<file path="config.mk">
export PLATFORM = sky130hd
export DESIGN_NAME = pc_sequencer
export DESIGN_NICKNAME = d
export VERILOG_FILES = /design/src/rtl/pc_sequencer.sv
export SDC_FILE = /design/constraint.sdc
export NUM_CORES = 1
export LEC_CHECK = 0
export CAP_MARGIN = 20
export CORE_MARGIN = 3
export CORE_UTILIZATION = 45
export CTS_BUF_LIST = sky130_fd_sc_hd__clkbuf_4 sky130_fd_sc_hd__clkbuf_8 sky130_fd_sc_hd__clkbuf_16
export CTS_CLUSTER_DIAMETER = 30
export DETAILED_ROUTE_END_ITERATION = 12
export GPL_TIMING_DRIVEN = 0
export PLACE_DENSITY = 0.87
export SYNTH_ARGS = -nofsm -noshare
export SYNTH_HDL_FRONTEND = slang
export SYNTH_SLANG_ARGS = --single-unit
</file>
<file path="constraint.sdc">
create_clock -name clk -period 2.56 [get_ports clk]
set_clock_uncertainty 0.1 [all_clocks]
set_input_delay 0.768 -clock clk [delete_from_list [all_inputs] [get_ports clk]]
set_output_delay 0.768 -clock clk [all_outputs]
set_load 0.02 [all_outputs]
</file>
<file path="src/rtl/pc_sequencer.sv">
// Next-PC controller: owns the fetch PC, picks sequential/branch/jump/hold/halt-drain each cycle,
// and drives the IF/ID and ID/EX squash controls.
module pc_sequencer #(
    parameter logic [31:0] RESET_PC     = 32'h0000_0000,
    parameter int unsigned DRAIN_CYCLES = 4
) (
    input  logic        clk,
    input  logic        reset,
    input  logic        stall,
    input  logic        branch_taken,
    input  logic [31:0] branch_pc4,
    input  logic [31:0] branch_imm,
    input  logic        jump,
    input  logic [31:0] jump_pc4,
    input  logic [25:0] jump_index,
    input  logic        halt,
    output logic [31:0] pc,
    output logic        if_flush,
    output logic        id_flush,
    output logic        halted
);

    typedef enum logic [1:0] {
        StRun,
        StDrain,
        StHalted
    } state_e;

    state_e      state_q, state_d;
    logic [31:0] pc_q, pc_d;
    logic [3:0]  cnt_q, cnt_d;
    logic        halted_q, halted_d;

    logic [31:0] branch_target;
    logic [31:0] jump_target;
    logic [31:0] seq_pc;

    // Offset is word-scaled, so the top two immediate bits fall off.
    assign branch_target = branch_pc4 + {branch_imm[29:0], 2'b00};
    assign jump_target   = {jump_pc4[31:28], jump_index, 2'b00};
    assign seq_pc        = pc_q + 32'd4;

    logic unused_bits;
    assign unused_bits = ^{branch_imm[31:30], jump_pc4[27:0]};

    always_ff @(posedge clk or posedge reset) begin
        if (reset) begin
            state_q  <= StRun;
            pc_q     <= RESET_PC;
            cnt_q    <= 4'd0;
            halted_q <= 1'b0;
        end else begin
            state_q  <= state_d;
            pc_q     <= pc_d;
            cnt_q    <= cnt_d;
            halted_q <= halted_d;
        end
    end

    always_comb begin
        state_d  = state_q;
        pc_d     = pc_q;
        cnt_d    = cnt_q;
        halted_d = halted_q;
        if_flush = 1'b0;
        id_flush = 1'b0;

        unique case (state_q)
            StRun: begin
                if (branch_taken) begin
                    pc_d     = branch_target;
                    if_flush = 1'b1;
                    id_flush = 1'b1;
                end else if (jump && !stall) begin
                    pc_d     = jump_target;
                    if_flush = 1'b1;
                end else if (stall) begin
                    // Hold; a pending jump is re-presented once the stall clears.
                    pc_d = pc_q;
                end else if (halt) begin
                    if_flush = 1'b1;
                    state_d  = StDrain;
                    cnt_d    = 4'(DRAIN_CYCLES - 1);
                end else begin
                    pc_d = seq_pc;
                end
            end
            StDrain: begin
                if_flush = 1'b1;
                if (cnt_q == 4'd0) begin
                    state_d  = StHalted;
                    halted_d = 1'b1;
                end else begin
                    cnt_d = cnt_q - 4'd1;
                end
            end
            StHalted: begin
                halted_d = 1'b1;
            end
            default: begin
                state_d = StRun;
            end
        endcase

        if (reset) begin
            if_flush = 1'b0;
            id_flush = 1'b0;
        end
    end

    assign pc     = pc_q;
    assign halted = halted_q;

endmodule
</file>
==> results of run 1 <==
## power by group through the flow
stage	Combinational (mW)	Clock (mW)	Sequential [mW]
4_1_cts	2.61	0.483	1.30
2_1_floorplan	1.12	0	1.54
6_report	2.81	0.485	1.33
3_5_place_dp	2.46	0	1.30
5_1_grt	3.02	0.506	1.36
3_3_place_gp	2.39	0	1.29
## cells in the mapped netlist, types with 3 or more instances
cell type  number  share of area [%]
mux2i_1         4               0.99
a211oi_1       17                3.2
o211ai_1        7                1.3
and3_1          9                1.4
nand4_1         5               0.78
a21o_1          6                1.1
a21oi_1        61                7.6
inv_1          14                1.3
o21ai_0        43                5.3
nor2_1         40                3.7
or3_1           5               0.78
o22ai_1         3               0.47
nand2b_1        3               0.47
a31oi_1         9                1.4
and2_1          3               0.47
clkbuf_1       16                1.5
o21a_1          5               0.93
nand2_1        60                5.6
and4_1          3               0.65
xor2_1         16                3.5
ha_1           32                9.9
nor3_1          8               0.99
o21ai_1         3               0.37
nand3_1        19                2.4
xnor2_1        19                4.1
a22o_1          6                1.3
o31ai_1         7                1.3
dfrtp_1        39                 24
o21bai_1        6                1.1
## layer usage
layer	GRT usage [%]	vias to the layer above	part of all wire (%)
met5	0	-	0
met4	8.19	0	2.8
met3	6.44	58	8.8
met2	50.5	321	51
met1	33.8	2436	38
li1	-	2293	-
## placed cells by master (no fill, tap or decap), types with 6 or more instances in the layout
master and n:
ha_1 9, ha_4 22, inv_1 12, buf_4 47
a21oi_1 44, xor2_1 16, clkdlybuf4s50_1 84, clkbuf_2 17
clkbuf_8 8, a21oi_2 13, dlygate4sd2_1 7, clkbuf_1 13
o21ai_1 14, a21o_1 6, and3_1 9, dfrtp_1 39
nand2_1 55, buf_6 10, o211ai_1 7, a211oi_1 14
nor2_1 38, xnor2_1 16, o21ai_0 29, nand3_1 16
a31oi_1 7, dlymetal6s2s_1 10
## timing repair
item,in CTS,in global routing
cloned,0,0
resized for setup,129,106
setup buffers,28,22
pin swaps,50,74
setup endpoints to repair,27,22
## final timing paths
check	startpoint	depth (start not counted)	end	slack [ns]
max reg2reg	pc[2]$_DFFE_PP0P_	9	pc[28]$_DFFE_PP0P_	-0.02
min in group asynchronous	reset	2	state_q[1]$_DFFE_PP0P_	0.95
max in group asynchronous	reset	2	pc[10]$_DFFE_PP0P_	0.86
min reg2reg	halted$_DFFE_PP0P_	1	halted$_DFFE_PP0P_	0.39
min	halted$_DFFE_PP0P_	1	halted$_DFFE_PP0P_	0.39
max	branch_imm[0]	11	pc[22]$_DFFE_PP0P_	-0.37
## state kept, by name, summed over array words and instances (netlist names)
signal	cells
cnt_q	4
state_q	2
halted	1
pc	32
## metrics by stage
stage	TNS, ns	util, %	power, mW
after floorplan	-1.71	-	2.66
after global placement	-26.04	66.1	3.67
after detailed placement	-22.15	66.1	3.76
after CTS	-3.82	73.2	4.39
after global routing	-4.45	77.5	4.89
final	-3.50	77.5	4.63
## layout make-up
cell class                      instances  area [um^2]
Sequential cell                        39          976
Buffer                                 20          120
Clock buffer                            8          104
Inverter                               14         52.6
Multi-Input combinational cell        442         3560
Timing Repair Buffer                  181         1620
Fill cell                             522         1900
Tap cell                              105          131
## logic make-up (layout without fill, tap and decap cells)
family / count (synthesis) / after routing / share of synthesized area, %
fa+ha+maj: 33 / 33 / 10.4
compound gates: 196 / 196 / 31.7
xor+xnor: 35 / 35 / 7.61
simple gates: 173 / 173 / 21.2
flops: 39 / 39 / 24.2
buf+inv: 35 / 223 / 3.60
mux: 5 / 5 / 1.27
## critical path, delay by kind of cell
kind,cells,cell delay [ns]
buffers and inverters,1,0.10
adders and majority gates,2,0.55
and+or+nand+nor,1,0.12
xor gates and xnor gates,1,0.32
AOI/OAI and AO/OA,6,1.17
==> impl_metrics.tcl, run 1 <==
set metrics [dict create \
    start_kind "primary input" \
    place.gp.congestion 0.931 \
    p_leak_nw 2.72 \
    row_count 33 \
    synth_edf_count 0 \
    synth_area_per_cell_um2 7.81 \
    cts-root-buf "clkbuf_8" \
    crit_fanout 3 \
    hold_buffers 0 \
    grt_pass1_vias 4842 \
    drv_cap 0 \
    diodes 0 \
    grt_first_pass_wirelength_um 23100 \
    min_period_ns 2.93 \
    clock_path_buffers 2 \
    final_cell_area_um2 6560 \
    syn_area_um2 4030 \
    synth_seq_area_share_pct 24.2 \
    post_drt_wl_per_cell_um 20.2 \
    vias 5108 \
    worstPathCellList "buf_6, ha_4, fa_2, a211oi_4, o21ai_4, a31oi_4, nand2_1, a21boi_1, xor2_1, a21oi_1, a22o_1" \
    critPathKind "primary input to flip-flop" \
    drtPass1Iterations 5 \
    cts_buffers 5 \
    switchingPower_mw 2.16 \
    setup_viol 18 \
    synthCells 516 \
    whs_ns 0.386 \
    area_growth_pct 62.9 \
    grt_overflow 0 \
    track_usage_pct 28.3 \
    preCtsSetupSlack_ns -1.27 \
    status "finished with violations" \
    ios 163 \
    antenna_left 0 \
    power_per_cell_area_nw_per_um2 705 \
    htree_levels 2 \
    dr.first_iter.drc_count 539 \
    place_area_um2 5590 \
    initial_core_util_pct 47.6 \
    synth_top_flop_cell "dfrtp_1" \
    crit_required_ns 2.65 \
    synth.distinct_cells 66 \
    antenna_found_initial 0 \
    pwr-share-comb_pct 60.8 \
    p_int_mw 2.47 \
    hp-class "flip-flop to flip-flop" \
    avgViaCountPerCell 6.31 \
    clock-sinks 39 \
    core-area_um2 8460 \
    slowest_stage "fa_2" \
    die_x_um 101 \
    cts_tree "built" \
    grt_max_degree 40 \
    drv_slew 0 \
    io_buffer_count 132 \
    hpwl_um 10600 \
    slew_headroom_pct 42.4 \
    grt_setup_unrepaired "yes" \
    endpoint_kind "flip-flop" \
    fin_crit_sh_pct 115 \
    peakVddDrop_mv 0.321 \
    place_inst 753 \
    drive_gt1_share_pct 26.4 \
    slowest_delay_ns 0.39 \
    max_freq_mhz 341 \
    chipHeight_um 101 \
    wirelength_um 16400 \
    violations "setup timing" \
    synth_fp_nets 677 \
    ys_ff_latch 39 \
    final_cells 809 \
    seqPwrFrac_pct 28.8 \
    p_sw_share_pct 46.6 \
    async_reset_ff_share_pct 100 \
    ys_warn_count 0 \
    final_nets 864 \
    dieArea_um2 10100 \
    worstPathArrival_ns 3.03 \
    drc_errors 0 \
    worst_pin_slew_ns 0.862 \
    fin_ws_ns -0.375 \
    clkPwrFrac_pct 10.5 \
    clkSlewWorstSetupHoldPaths_ns 0.08 \
    insertion_delay_ns 0.30 \
    final_hold_viol_count 0 \
]
Power figures use the tool's default switching activity.
==> run 2, diff against run 1 <==
- RECOVER_POWER: default -> 50
==> impl_metrics.tcl, run 2 (same netlist as run 1, synthesis figures left out) <==
set metrics [dict create \
    dr.first_iter.drc_count 541 \
    mostFrequentLayoutCell "clkdlybuf4s50_1" \
    rr_startpoint "pc[2]$_DFFE_PP0P_" \
    cts-root-buf "clkbuf_8" \
    grt_first_pass_wirelength_um 23100 \
    antenna_found_initial 0 \
    cts_buffers 5 \
    grt_pass1_vias 4842 \
    endpoint_kind "flip-flop" \
    drtPass1Iterations 5 \
    chipHeight_um 101 \
    diodes 0 \
    max_freq_mhz 341 \
    hold_depth 1 \
    hpwl_um 10600 \
    post_drt_wl_per_cell_um 20.3 \
    grt_setup_unrepaired "yes" \
    avgViaCountPerCell 6.32 \
    io_buffer_count 132 \
    whs_ns 0.386 \
    violations "setup timing" \
    worstPathArrival_ns 3.03 \
    p_leak_nw 2.72 \
    status "finished with violations" \
    min_period_ns 2.93 \
    htree_levels 2 \
    final_hold_viol_count 0 \
    grt_overflow 0 \
    final_cells 809 \
    power_per_cell_area_nw_per_um2 706 \
    regArea_um2 976 \
    clkSlewWorstSetupHoldPaths_ns 0.08 \
    core-area_um2 8460 \
    dieArea_um2 10100 \
    min_from "halted$_DFFE_PP0P_" \
    final_nets 864 \
    die_x_um 101 \
    hp-class "flip-flop to flip-flop" \
    cts_tree "built" \
    r2r_setup_slack_ns -0.03 \
    setup_tns_ns -3.56 \
    area_growth_pct 62.9 \
    drive_gt1_share_pct 26.4 \
    peakVddDrop_mv 0.324 \
    place.gp.congestion 0.931 \
    critPathKind "primary input to flip-flop" \
    drv_slew 0 \
    largest_reg_flops 32 \
    grt_max_degree 40 \
    slew_headroom_pct 42.4 \
    fin_crit_sh_pct 115 \
    crit_required_ns 2.65 \
    drv_cap 0 \
    final_util_pct 77.5 \
    multi_input_area_um2 3560 \
    reg2reg_to "pc[28]$_DFFE_PP0P_" \
    wirelength_um 16400 \
    antenna_left 0 \
    fin_ws_ns -0.373 \
    setup_viol 18 \
    clock_path_buffers 2 \
    clock-sinks 39 \
    initial_core_util_pct 47.6 \
    row_count 33 \
    drc_errors 0 \
    place_inst 753 \
    crit_fanout 3 \
    vias 5114 \
    preCtsSetupSlack_ns -1.27 \
    start_kind "primary input" \
    ios 163 \
    worst_pin_slew_ns 0.863 \
    r2r_cells 9 \
    layout_common_cells "clkdlybuf4s50_1, nand2_1, buf_4" \
    whs_endpoint "halted$_DFFE_PP0P_" \
    hold_buffers 0 \
    fill_cells 522 \
    track_usage_pct 28.3 \
    insertion_delay_ns 0.30 \
]
## run 2: cell types whose count changed in the layout (fill, tap and decap cells not counted), sizes merged
| cell | change |
|---|---|
| clkbuf | +2 |
| dlygate4sd3 | +1 |
| buf | -2 |
| clkdlybuf4s50 | -1 |
## run 2: layer usage
metal / wire length (um) / GRT usage, % / up-vias
li1: - / - / 2293
met3: 1520 / 6.44 / 53
met1: 6090 / 33.8 / 2436
met4: 452 / 8.19 / 0
met2: 8340 / 50.5 / 332
met5: 0 / 0 / -
## run 2: critical path, cell delays in order
cell and delay (ns):
buf_6 0.10, ha_4 0.16, fa_2 0.39, a211oi_4 0.29, o21ai_4 0.11, a31oi_4 0.24, nand2_1 0.12, a21boi_1 0.18
xor2_1 0.32, a21oi_1 0.13, a22o_1 0.22
## run 2: layout make-up
class                      count  share of cell area [%]
clock buffer                   8                    1.58
timing repair buffer         181                    24.7
multi-input combinational    442                    54.2
buffer                        20                    1.83
tap                          105                    2.00
sequential                    39                    14.9
inverter                      14                   0.801
## run 2: how the worst max path moves through the flow
stage	end	cells past startpoint	startpoint
2_1_floorplan	pc[30]$_DFFE_PP0P_	10	branch_pc4[2]
3_3_place_gp	id_flush	5	branch_taken
3_5_place_dp	id_flush	5	branch_taken
4_1_cts	pc[30]$_DFFE_PP0P_	11	branch_imm[0]
5_1_grt	pc[22]$_DFFE_PP0P_	11	branch_imm[0]
6_report	pc[22]$_DFFE_PP0P_	11	branch_imm[0]
## run 2: through the flow
| step | instance area, um^2 | power, mW |
|---|---|---|
| detailed placement | 5590 | 3.76 |
| finish | 6560 | 4.63 |
| CTS | 6200 | 4.39 |
| global placement | 5590 | 3.67 |
| global route | 6560 | 4.89 |
| floorplan | 4140 | 2.66 |
## run 2: power breakdown
part	leakage (nW)	total [mW]	internal, mW	switching, mW
clock	0.0549	0.487	0.257	0.230
combinational	2.20	2.81	1.30	1.51
sequential	0.470	1.33	0.910	0.421
total	2.72	4.63	2.47	2.16
## run 2: what timing repair did
action                                  CTS  global route
endpoints found under the hold margin     0             0
endpoints found under the setup margin   27            22
buffers inserted                         28            22
pin swaps                                50            74
gates resized for setup                 129           106
